### config.mk
export PLATFORM = sky130hd
export DESIGN_NAME = store_match
export DESIGN_NICKNAME = d
export VERILOG_FILES = /design/src/rtl/store_match.sv
export SDC_FILE = /design/constraint.sdc
export NUM_CORES = 1
export LEC_CHECK = 0
export ABC_CLOCK_PERIOD_IN_PS = 2300
export CORE_AREA = 2 2 126 128
export DETAILED_ROUTE_END_ITERATION = 6
export DIE_AREA = 0 0 128 130
export PLACE_DENSITY = 0.67
export SETUP_SLACK_MARGIN = 0.5
export SLEW_MARGIN = 20
export SYNTH_ARGS = -nofsm -noshare
export SYNTH_HDL_FRONTEND = slang
export SYNTH_SLANG_ARGS = --single-unit
### constraint.sdc
create_clock -name vclk -period 2.3
set_input_delay 0.23 -clock vclk [all_inputs]
set_output_delay 0.23 -clock vclk [all_outputs]
set_load 0.01 [all_outputs]
### src/rtl/store_match.sv
// Combinational lookup of one store against the expected-store table.
//   dataadr, writedata   the store being checked
//   tbl_addr, tbl_data   expected (address, data) per entry
//   hits                 entries already matched in this run
//   match_oh             one-hot: the entry this store legally hits (lowest index wins)
//   addr_hit             store address equals some entry address
//   data_hit             store address and data both equal some entry
// When ORDERED is set, an entry is only legal once every lower entry has been hit.
module store_match #(
  parameter int WIDTH   = 32,
  parameter int NCHECK  = 4,
  parameter bit ORDERED = 1'b1
) (
  input  logic [WIDTH-1:0]  dataadr,
  input  logic [WIDTH-1:0]  writedata,
  input  logic [WIDTH-1:0]  tbl_addr [NCHECK],
  input  logic [WIDTH-1:0]  tbl_data [NCHECK],
  input  logic [NCHECK-1:0] hits,
  output logic [NCHECK-1:0] match_oh,
  output logic              addr_hit,
  output logic              data_hit
);

  logic [NCHECK-1:0] a_eq;
  logic [NCHECK-1:0] d_eq;
  logic [NCHECK-1:0] legal;
  logic              prefix_hit;

  // NOTE: every output of a combinational block gets a default before any
  // conditional code. Without that default, synthesis infers a latch.
  always_comb begin
    a_eq = '0;
    d_eq = '0;
    for (int i = 0; i < NCHECK; i++) begin
      a_eq[i] = (tbl_addr[i] == dataadr);
      d_eq[i] = (tbl_data[i] == writedata);
    end
  end

  // prefix_hit is true while all entries below i are already hit. That
  // condition is the in-order requirement.
  always_comb begin
    legal      = '0;
    prefix_hit = 1'b1;
    for (int i = 0; i < NCHECK; i++) begin
      legal[i]   = a_eq[i] && d_eq[i] && !hits[i] && (!ORDERED || prefix_hit);
      prefix_hit = prefix_hit && hits[i];
    end
  end

  // Scan from the top down so that the lowest legal index overwrites the rest.
  // This resolves duplicate table entries.
  always_comb begin
    match_oh = '0;
    for (int i = NCHECK - 1; i >= 0; i--) begin
      if (legal[i]) begin
        match_oh    = '0;
        match_oh[i] = 1'b1;
      end
    end
  end

  assign addr_hit = |a_eq;
  assign data_hit = |(a_eq & d_eq);

endmodule

==> results of run 1 <==
layer usage:
metal	wire length (um)	part of all wire
met5	0	0
met4	148	0.0081
met3	1446	0.079
met2	10310	0.56
met1	6465	0.35
synth_stat cells (all sizes together):
cell | instances | share of area
buf | 36 | 0.079
clkbuf | 28 | 0.033
nand2 | 5 | 0.0057
nand4 | 70 | 0.13
nor2 | 1 | 0.0011
nor3 | 1 | 0.0015
nor3b | 1 | 0.0038
nor4 | 16 | 0.043
nor4b | 1 | 0.0046
xnor2 | 256 | 0.69
worst max path at each step:
| stage | start | endpoint | cells past startpoint |
|---|---|---|---|
| after floorplan | dataadr[27] | match_oh[2] | 6 |
| after detailed placement | writedata[6] | match_oh[3] | 8 |
| after global placement | writedata[27] | match_oh[3] | 8 |
| after global routing | dataadr[13] | match_oh[0] | 10 |
| final | dataadr[0] | data_hit | 10 |
| after CTS | dataadr[0] | match_oh[3] | 9 |
cells by family (layout without fill, tap and decap cells):
family	count (synthesis)	after routing
buffers and inverters	64	443
xor gates and xnor gates	256	256
other	0	3
and+or+nand+nor	95	95
layout make-up:
type | instances | area [um2] | share of cell area
multi-input cells | 351 | 3670 | 0.4700
diodes | 3 | 7.507 | 0.0009614
well taps | 192 | 240.2 | 0.03076
repair buffers | 443 | 3891 | 0.4983
worst max-delay path, cell delays in order:
cell and delay [ns]:
sky130_fd_sc_hd__buf_8 0.10, sky130_fd_sc_hd__buf_6 0.11, sky130_fd_sc_hd__buf_4 0.14, sky130_fd_sc_hd__xnor2_2 0.11, sky130_fd_sc_hd__nand4_1 0.17, sky130_fd_sc_hd__nor4_4 0.37
sky130_fd_sc_hd__buf_4 0.17, sky130_fd_sc_hd__nand4_1 0.15, sky130_fd_sc_hd__nand4_1 0.14, sky130_fd_sc_hd__buf_2 0.14
repair_timing:
| item | 4_1_cts | 5_1_grt |
|---|---|---|
| gates resized for setup | 707 | 30 |
| setup buffers | 14 | 3 |
| endpoints found under the setup margin | 6 | 6 |
| hold endpoints to repair | 0 | 0 |
| pin swaps | 245 | 36 |
stage by stage:
stage	util	cell area, um2	TNS, ns	std cells	worst slack (ns)
2_1_floorplan	-	3292	0	415	0.6407
3_3_place_gp	0.4692	7237	-4.328	969	-0.8414
3_5_place_dp	0.4692	7237	-4.199	969	-0.7890
4_1_cts	0.4997	7707	0	983	0.1653
5_1_grt	0.5062	7809	0	989	0.1361
6_report	0.5062	7809	0	989	0.2240
power by group:
part	internal (uW)	switching [uW]
Clock	0.000175	0
Sequential	0	0
Combinational	854	523
Total	854	523
==> results.yml, run 1 <==
cells_and_area:
  seq_area_um2: 0
  final_nets: 1120
  fill_cells: 1524
  synthToLayoutAreaGrowth_pct: 137.2
  drive_above_1_share: 0.3766
  mostFrequentLayoutCell: "sky130_fd_sc_hd__dlygate4sd2_1"
  n_sequential_cell: 0
  clockBufferCount: 0
  layout.cells.most_common_list: "198 x sky130_fd_sc_hd__dlygate4sd2_1, 172 x sky130_fd_sc_hd__xnor2_1, 81 x sky130_fd_sc_hd__xnor2_2"
global_route:
  number_of_global_route_vias_before_repair: 4627
  overall_fraction_of_global_route_tracks_in_use: 0.2091
  grt_remaining_overflow: 0
  grt_first_pass_wirelength_um: 26140
  grt_most_used_layer: "met2"
  use_met3: 0.04469
  met1_usage: 0.2178
  grt_max_degree: 5
  grt.met2_usage: 0.4388
  grt_antenna_before_repair: 4
clock_tree:
  cts-hold-fix-buffers: 0
power_and_ir_drop:
  p_per_area_nw_per_um2: 176.3
  power_uw: 1377
  p_leak_uw: 0.003518
  irDropWorstVdd_uv: 90.33
min_path:
  hold-path-endpoint: "match_oh[3]"
  min_delay_path_depth: 7
  launch_point_of_the_worst_hold_path: "dataadr[21]"
  worstHoldPathType: "in2out"
logic_synthesis:
  post_synthesis_xor_xnor_area_fraction: 0.6937
  cell_count_after_synthesis: 415
  fraction_of_the_mapped_netlist_area_in_simple_logic_gates: 0.1942
  syn_nets: 739
  yosys.cell_types.count: 17
  combinational_family_with_the_most_area_after_synthesis: "XOR/XNOR gates"
  synth.area.mux_share: 0
  sequential_share_of_the_synthesized_area: 0
  synth.avg_cell_area_um2: 7.932
  synth_compound_gate_area_share: 0
  yosysWarnings: 0
  synth_area_um2: 3292
  synth_fa_ha_area_frac: 0
timing:
  timing.hold.ws_ns: 1.100
  slew_viol_final: 0
  max_freq_mhz: 481.7
  post-route-period-util: 0.9026
  setup_viol: 0
  period_minus_slack_ns: 2.076
  grt_setup_unrepaired: "yes"
  finalHoldViolCount: 0
  timing.max_slew.rel_slack: 0.7968
  worstMarginPinSlew_ns: 0.3026
placement:
  dp_hpwl_um: 16520
  portBuffers: 330
  gpl.final_weighted_congestion: 0.8449
critical_path:
  cp-start-kind: "input pin"
  cp.required_ns: 2.07
  critical_path_at_ns: 1.85
  timing.critical_path.fanout_max: 2
  critPathCaptureType: "output pin"
  timing_worst_setup_path_type: "in2out"
route:
  drcViolationCount: 0
  vias: 4286
  drt-total-wl_um: 18370
  drtPass1Iterations: 4
  via_per_inst: 4.334
  initialDrtViolationCount: 73
  antenna_left: 0
  wire_per_inst_um: 18.58
floorplanning:
  floorplan.initialDensity: 0.2134
  rows: 46
  fp.dieW_um: 128
  core_region_area_um2: 15420
  die_area_um2: 16640
  io_pins: 330
  die_h_um: 130
job:
  maxCapViolations: 0
run_status:
  result_of_the_run: "completed"
No activity file was read; power rests on OpenSTA's default activity.
==> run 2: changes to the inputs <==
MAX_ROUTING_LAYER = met4   (was unset)
==> run 2 against run 1 <==
Against the previous run: global-route usage is 0.65 points higher; worst setup slack got worse by 0.0049 ns; power about the same; die area stayed put; fmax is 0.24% lower; core utilization about the same; sequential share of layout area is the same; clock-buffer cell count is the same; flip-flop and latch count stayed put; final cell count up 0.10%; first-iteration DRC count is the same; via count up 0.26%; critical path type unchanged.
==> results.yml, run 2 (synthesis results as in run 1) <==
run_status:
  result_of_the_run: "completed"
cells_and_area:
  final_nets: 1120
  seq_area_um2: 0
  n_sequential_cell: 0
  fill_cells: 1525
  drive_above_1_share: 0.3766
  multiInputGateArea_um2: 3670
  mostFrequentLayoutCell: "sky130_fd_sc_hd__dlygate4sd2_1"
  finalNonFillerCells: 990
  layout.cells.most_common_list: "198 x sky130_fd_sc_hd__dlygate4sd2_1, 172 x sky130_fd_sc_hd__xnor2_1, 81 x sky130_fd_sc_hd__xnor2_2"
  synthToLayoutAreaGrowth_pct: 137.3
  clockBufferCount: 0
  final_core_util: 0.5064
power_and_ir_drop:
  irDropWorstVdd_uv: 90.36
  swShare: 0.3800
  power_switching_uw: 523.2
  p_leak_uw: 0.003518
  internal_power_uw: 853.6
  comb_power_share: 1.000
  power.sequential.fraction: 0
  p_per_area_nw_per_um2: 176.3
  pwr-share-clk: 0
critical_path:
  cp-start-kind: "input pin"
  critPathTopFamily: "simple AND/OR/NAND/NOR gates"
  critPathMaxStageDelay_ns: 0.38
  crit_path_cell_trace: "buf_8, buf_6, buf_4, xnor2_2, nand4_1, nor4_4, buf_4, nand4_1, nand4_1, buf_2"
  timing.critical_path.fanout_max: 2
  cp.required_ns: 2.07
  critPathSlowestCell: "sky130_fd_sc_hd__nor4_4"
  critical_path_at_ns: 1.85
  path_buf_inv: 5
  timing.critical_path.mode_cell: "sky130_fd_sc_hd__nand4_1"
  timing_worst_setup_path_type: "in2out"
  critPathCaptureType: "output pin"
timing:
  max_freq_mhz: 480.6
  timing.max_slew.rel_slack: 0.7987
  setup_viol: 0
  grt_setup_unrepaired: "yes"
  period_minus_slack_ns: 2.081
  timing.final.ws_setup_ns: 0.2191
  worstMarginPinSlew_ns: 0.2997
  finalHoldViolCount: 0
  timing.hold.ws_ns: 1.099
  setup_total_neg_slack_ns: 0
  slew_viol_final: 0
  post-route-period-util: 0.9047
placement:
  portBuffers: 330
  total_placed_cells_including_tap_cells: 969
  detailedPlace.worstSlack_ns: -0.7890
  gpl.final_weighted_congestion: 0.8581
  dp_hpwl_um: 16520
route:
  initialDrtViolationCount: 73
  vias: 4297
  drcViolationCount: 0
  antenna_left: 0
  via_per_inst: 4.340
  drtPass1Iterations: 4
  drt-total-wl_um: 18340
  wire_per_inst_um: 18.52
min_path:
  worstHoldPathType: "in2out"
floorplanning:
  core_region_area_um2: 15420
  io_pins: 330
  die_area_um2: 16640
  floorplan.initialDensity: 0.2134
  die_h_um: 130
  fp.dieW_um: 128
  rows: 46
global_route:
  grt_antenna_before_repair: 5
  number_of_global_route_vias_before_repair: 4629
  grt_remaining_overflow: 0
  grt_first_pass_wirelength_um: 26120
  grt_max_degree: 5
  overall_fraction_of_global_route_tracks_in_use: 0.2156
job:
  maxCapViolations: 0
[run 2: cell types whose count changed in the layout (fill, tap and decap cells not counted)]
| cell | previous run | this run |
|---|---|---|
| sky130_fd_sc_hd__diode_2 | 3 | 4 |
[run 2: power by group through the flow]
stage,combinational (uW),sequential [uW],clock (uW)
4_1_cts,1380,0,0
6_report,1380,0,0.000233
3_5_place_dp,1360,0,0
5_1_grt,1470,0,0.000233
3_3_place_gp,1350,0,0
2_1_floorplan,562,0,0
[run 2: stage by stage]
stage                     area [um2]  total power (uW)
final                           7811              1377
after global routing            7811              1470
after CTS                       7707              1378
after detailed placement        7237              1355
after global placement          7237              1350
after floorplan                 3292             562.4
[run 2: final cells by class]
| type | instances | area share |
|---|---|---|
| tap | 192 | 0.03075 |
| antenna | 4 | 0.001281 |
| multi-input combinational | 351 | 0.4698 |
| timing repair buffer | 443 | 0.4982 |
[run 2: layer usage]
layer | routed length (um) | up-vias | track usage
met5 | 0 | - | -
met4 | 148 | 0 | 0.01939
met1 | 6709 | 1945 | 0.2283
li1 | - | 2134 | -
met2 | 10330 | 210 | 0.4388
met3 | 1151 | 8 | 0.02829
[run 2: path summary, 6_finish.rpt]
path	start	endpoint	slack, ns	cells after the start
hold / removal	dataadr[21]	match_oh[3]	1.10	7
setup / recovery	dataadr[0]	data_hit	0.22	10
[run 2: repair_timing]
item,in CTS,in global routing
gates resized for setup,707,30
hold buffers,0,0
cloned,0,0
pin swaps,245,36
buffers inserted,14,3
endpoints found under the setup margin,6,6
==> patch (config.mk and constraints of run 1) <==
Set the parameter `ORDERED` to 1'b0 (it was 1'b1).
--- a/src/rtl/store_match.sv
+++ b/src/rtl/store_match.sv
@@ -9,7 +9,7 @@
 module store_match #(
   parameter int WIDTH   = 32,
   parameter int NCHECK  = 4,
-  parameter bit ORDERED = 1'b1
+  parameter bit ORDERED = 1'b0
 ) (
   input  logic [WIDTH-1:0]  dataadr,
   input  logic [WIDTH-1:0]  writedata,
Formal check against the unedited RTL: not equivalent (Yosys sat finds a counterexample).
==> patch against run 1 <==
Setup slack got worse by 0.094 ns; largest power group unchanged; wire length shrank 5.0%; critical path depth is 1 lower; final area is 2.0% lower; area after synthesis increased by 0.49%; via count shrank 0.42%; total power fell by 3.6%; maximum frequency shrank 4.3%.
==> patch: results (changes against run 1) <==
The flow ran to the end, and the final reports show no timing, DRC or antenna violations. The number of global-route vias before repair is 4535 (-2.0%), and the power of the combinational group is 0.00133 W (-4%). The fraction of layout instances using a drive strength above 1 is 38.2% (+0.52 points).

The run gives 964 (-2.5%) as the final cell count without fillers. On the critical path, the stage with the largest delay is an instance of nor4_2. The run gives 3 (-11) as the number of post-CTS setup repair buffers. The total routing usage reported by global routing was 19.5% (-1.4 points); the weighted congestion at the end of routability-driven global placement was 0.872 (+3.2%).

The ratio of total power to cell area was 173 mW/mm2 (-1.7%); the data arrival time of the worst path was 1.94 ns (+0.09 ns). The count of warnings emitted by yosys is 0 (unchanged). The tools report the switching power of the nets as 0.000513 W (-1.9%). The run gives 636 (-10%) as the post-CTS resize count. The placed cell area is 0.00705 mm2 (-2.5%). The run gives 0.0704 mV (-22%) as the maximum resistive drop on vdd.

For the part of the Yosys area used for sequential elements, the log shows 0% (unchanged). The synthesized net count was 741 (+0.27%). By area the synthesized netlist is led by xnor2_1, nand4_1, buf_6. The vias after detailed routing is 4268 (-0.42%).

The largest net degree at the start of global routing was 5 (unchanged); the slew at the pin closest to its max-slew limit was 0.333 ns (+0.0301 ns). The post-route core utilization was 49.6% (-1.0 points); the pre-CTS worst setup slack was -0.832 ns (-0.0430 ns). The run gives 24.8 mm (-5.3%) as the global-route wire length before repair. The number of flip-flops and latches is 0 (unchanged), and the total of fill cells in the finished design is 1502 (-1.4%). For this run, the slowest stage of the critical path takes 0.38 ns. Post-synthesis area per instance: 7.93 um2 (about the same). The run gives 2 (-2) as the initial antenna violation count. In the synthesized netlist, the cells that appear most often are xnor2_1, nand4_1, clkbuf_1. The logs give 16 (-1) for the count of cell types in the netlist and 78 (+6.8%) for the number of DRC violations after detailed-routing iteration 0. For the cell count after placement, the log shows 952 (-1.8%). The mux contribution to synthesized area is 0% (unchanged).

The standby leakage power came out at 3.50 nW (-0.49%). The tools report the number of nets at the end of the flow as 1096 (-2.1%). The count of maximum capacitance violations was 0 (unchanged).

The average wire per standard cell is 18.1 um (-2.6%), and the post-synthesis compound-gate area fraction is 0% (unchanged). The HPWL after detailed placement is 15.2 mm (-7.9%), and the xor/xnor cell area share of the yosys netlist is 68.7% (-0.68 points). The number of detailed-routing iterations run before antenna repair was 4 (unchanged); the maximum fanout count along the critical path was 3 (+1). The fraction of synthesized cell area taken by the top area cell type works out to 66.7% (-0.33 points). The area share of fa/ha/maj cells after synthesis was 0% (unchanged).
[patch: cell types whose count changed after synthesis, sizes merged]
| cell | run 1 | this run |
|---|---|---|
| buf | 36 | 30 |
| clkbuf | 28 | 34 |
| nand2 | 5 | 4 |
| nor2 | 1 | 4 |
| nor3b | 1 | 0 |
| nor4 | 16 | 17 |
[patch: path summary, 6_finish.rpt]
| kind | start | end | slack, ns |
|---|---|---|---|
| max | tbl_addr[69] | match_oh[3] | 0.13 |
| min | dataadr[7] | addr_hit | 1.15 |
[patch: layout make-up]
class / instances / share of cell area (%)
Tap cell: 192 / 3.14
Timing Repair Buffer: 417 / 47.6
Multi-Input combinational cell: 353 / 49.2
Antenna cell: 2 / 0.0654
[patch: metal layers]
layer	track usage, %	routed length (um)	vias to the layer above
li1	-	-	2086
met3	4.10	1310	29
met4	5.11	516	0
met1	20.7	6280	1940
met5	0	0	-
met2	38.9	9340	213
[patch: cells by family after synthesis]
kind of cell	count (synthesis)
buffers and inverters	64
XOR/XNOR	256
AND/OR/NAND/NOR	97
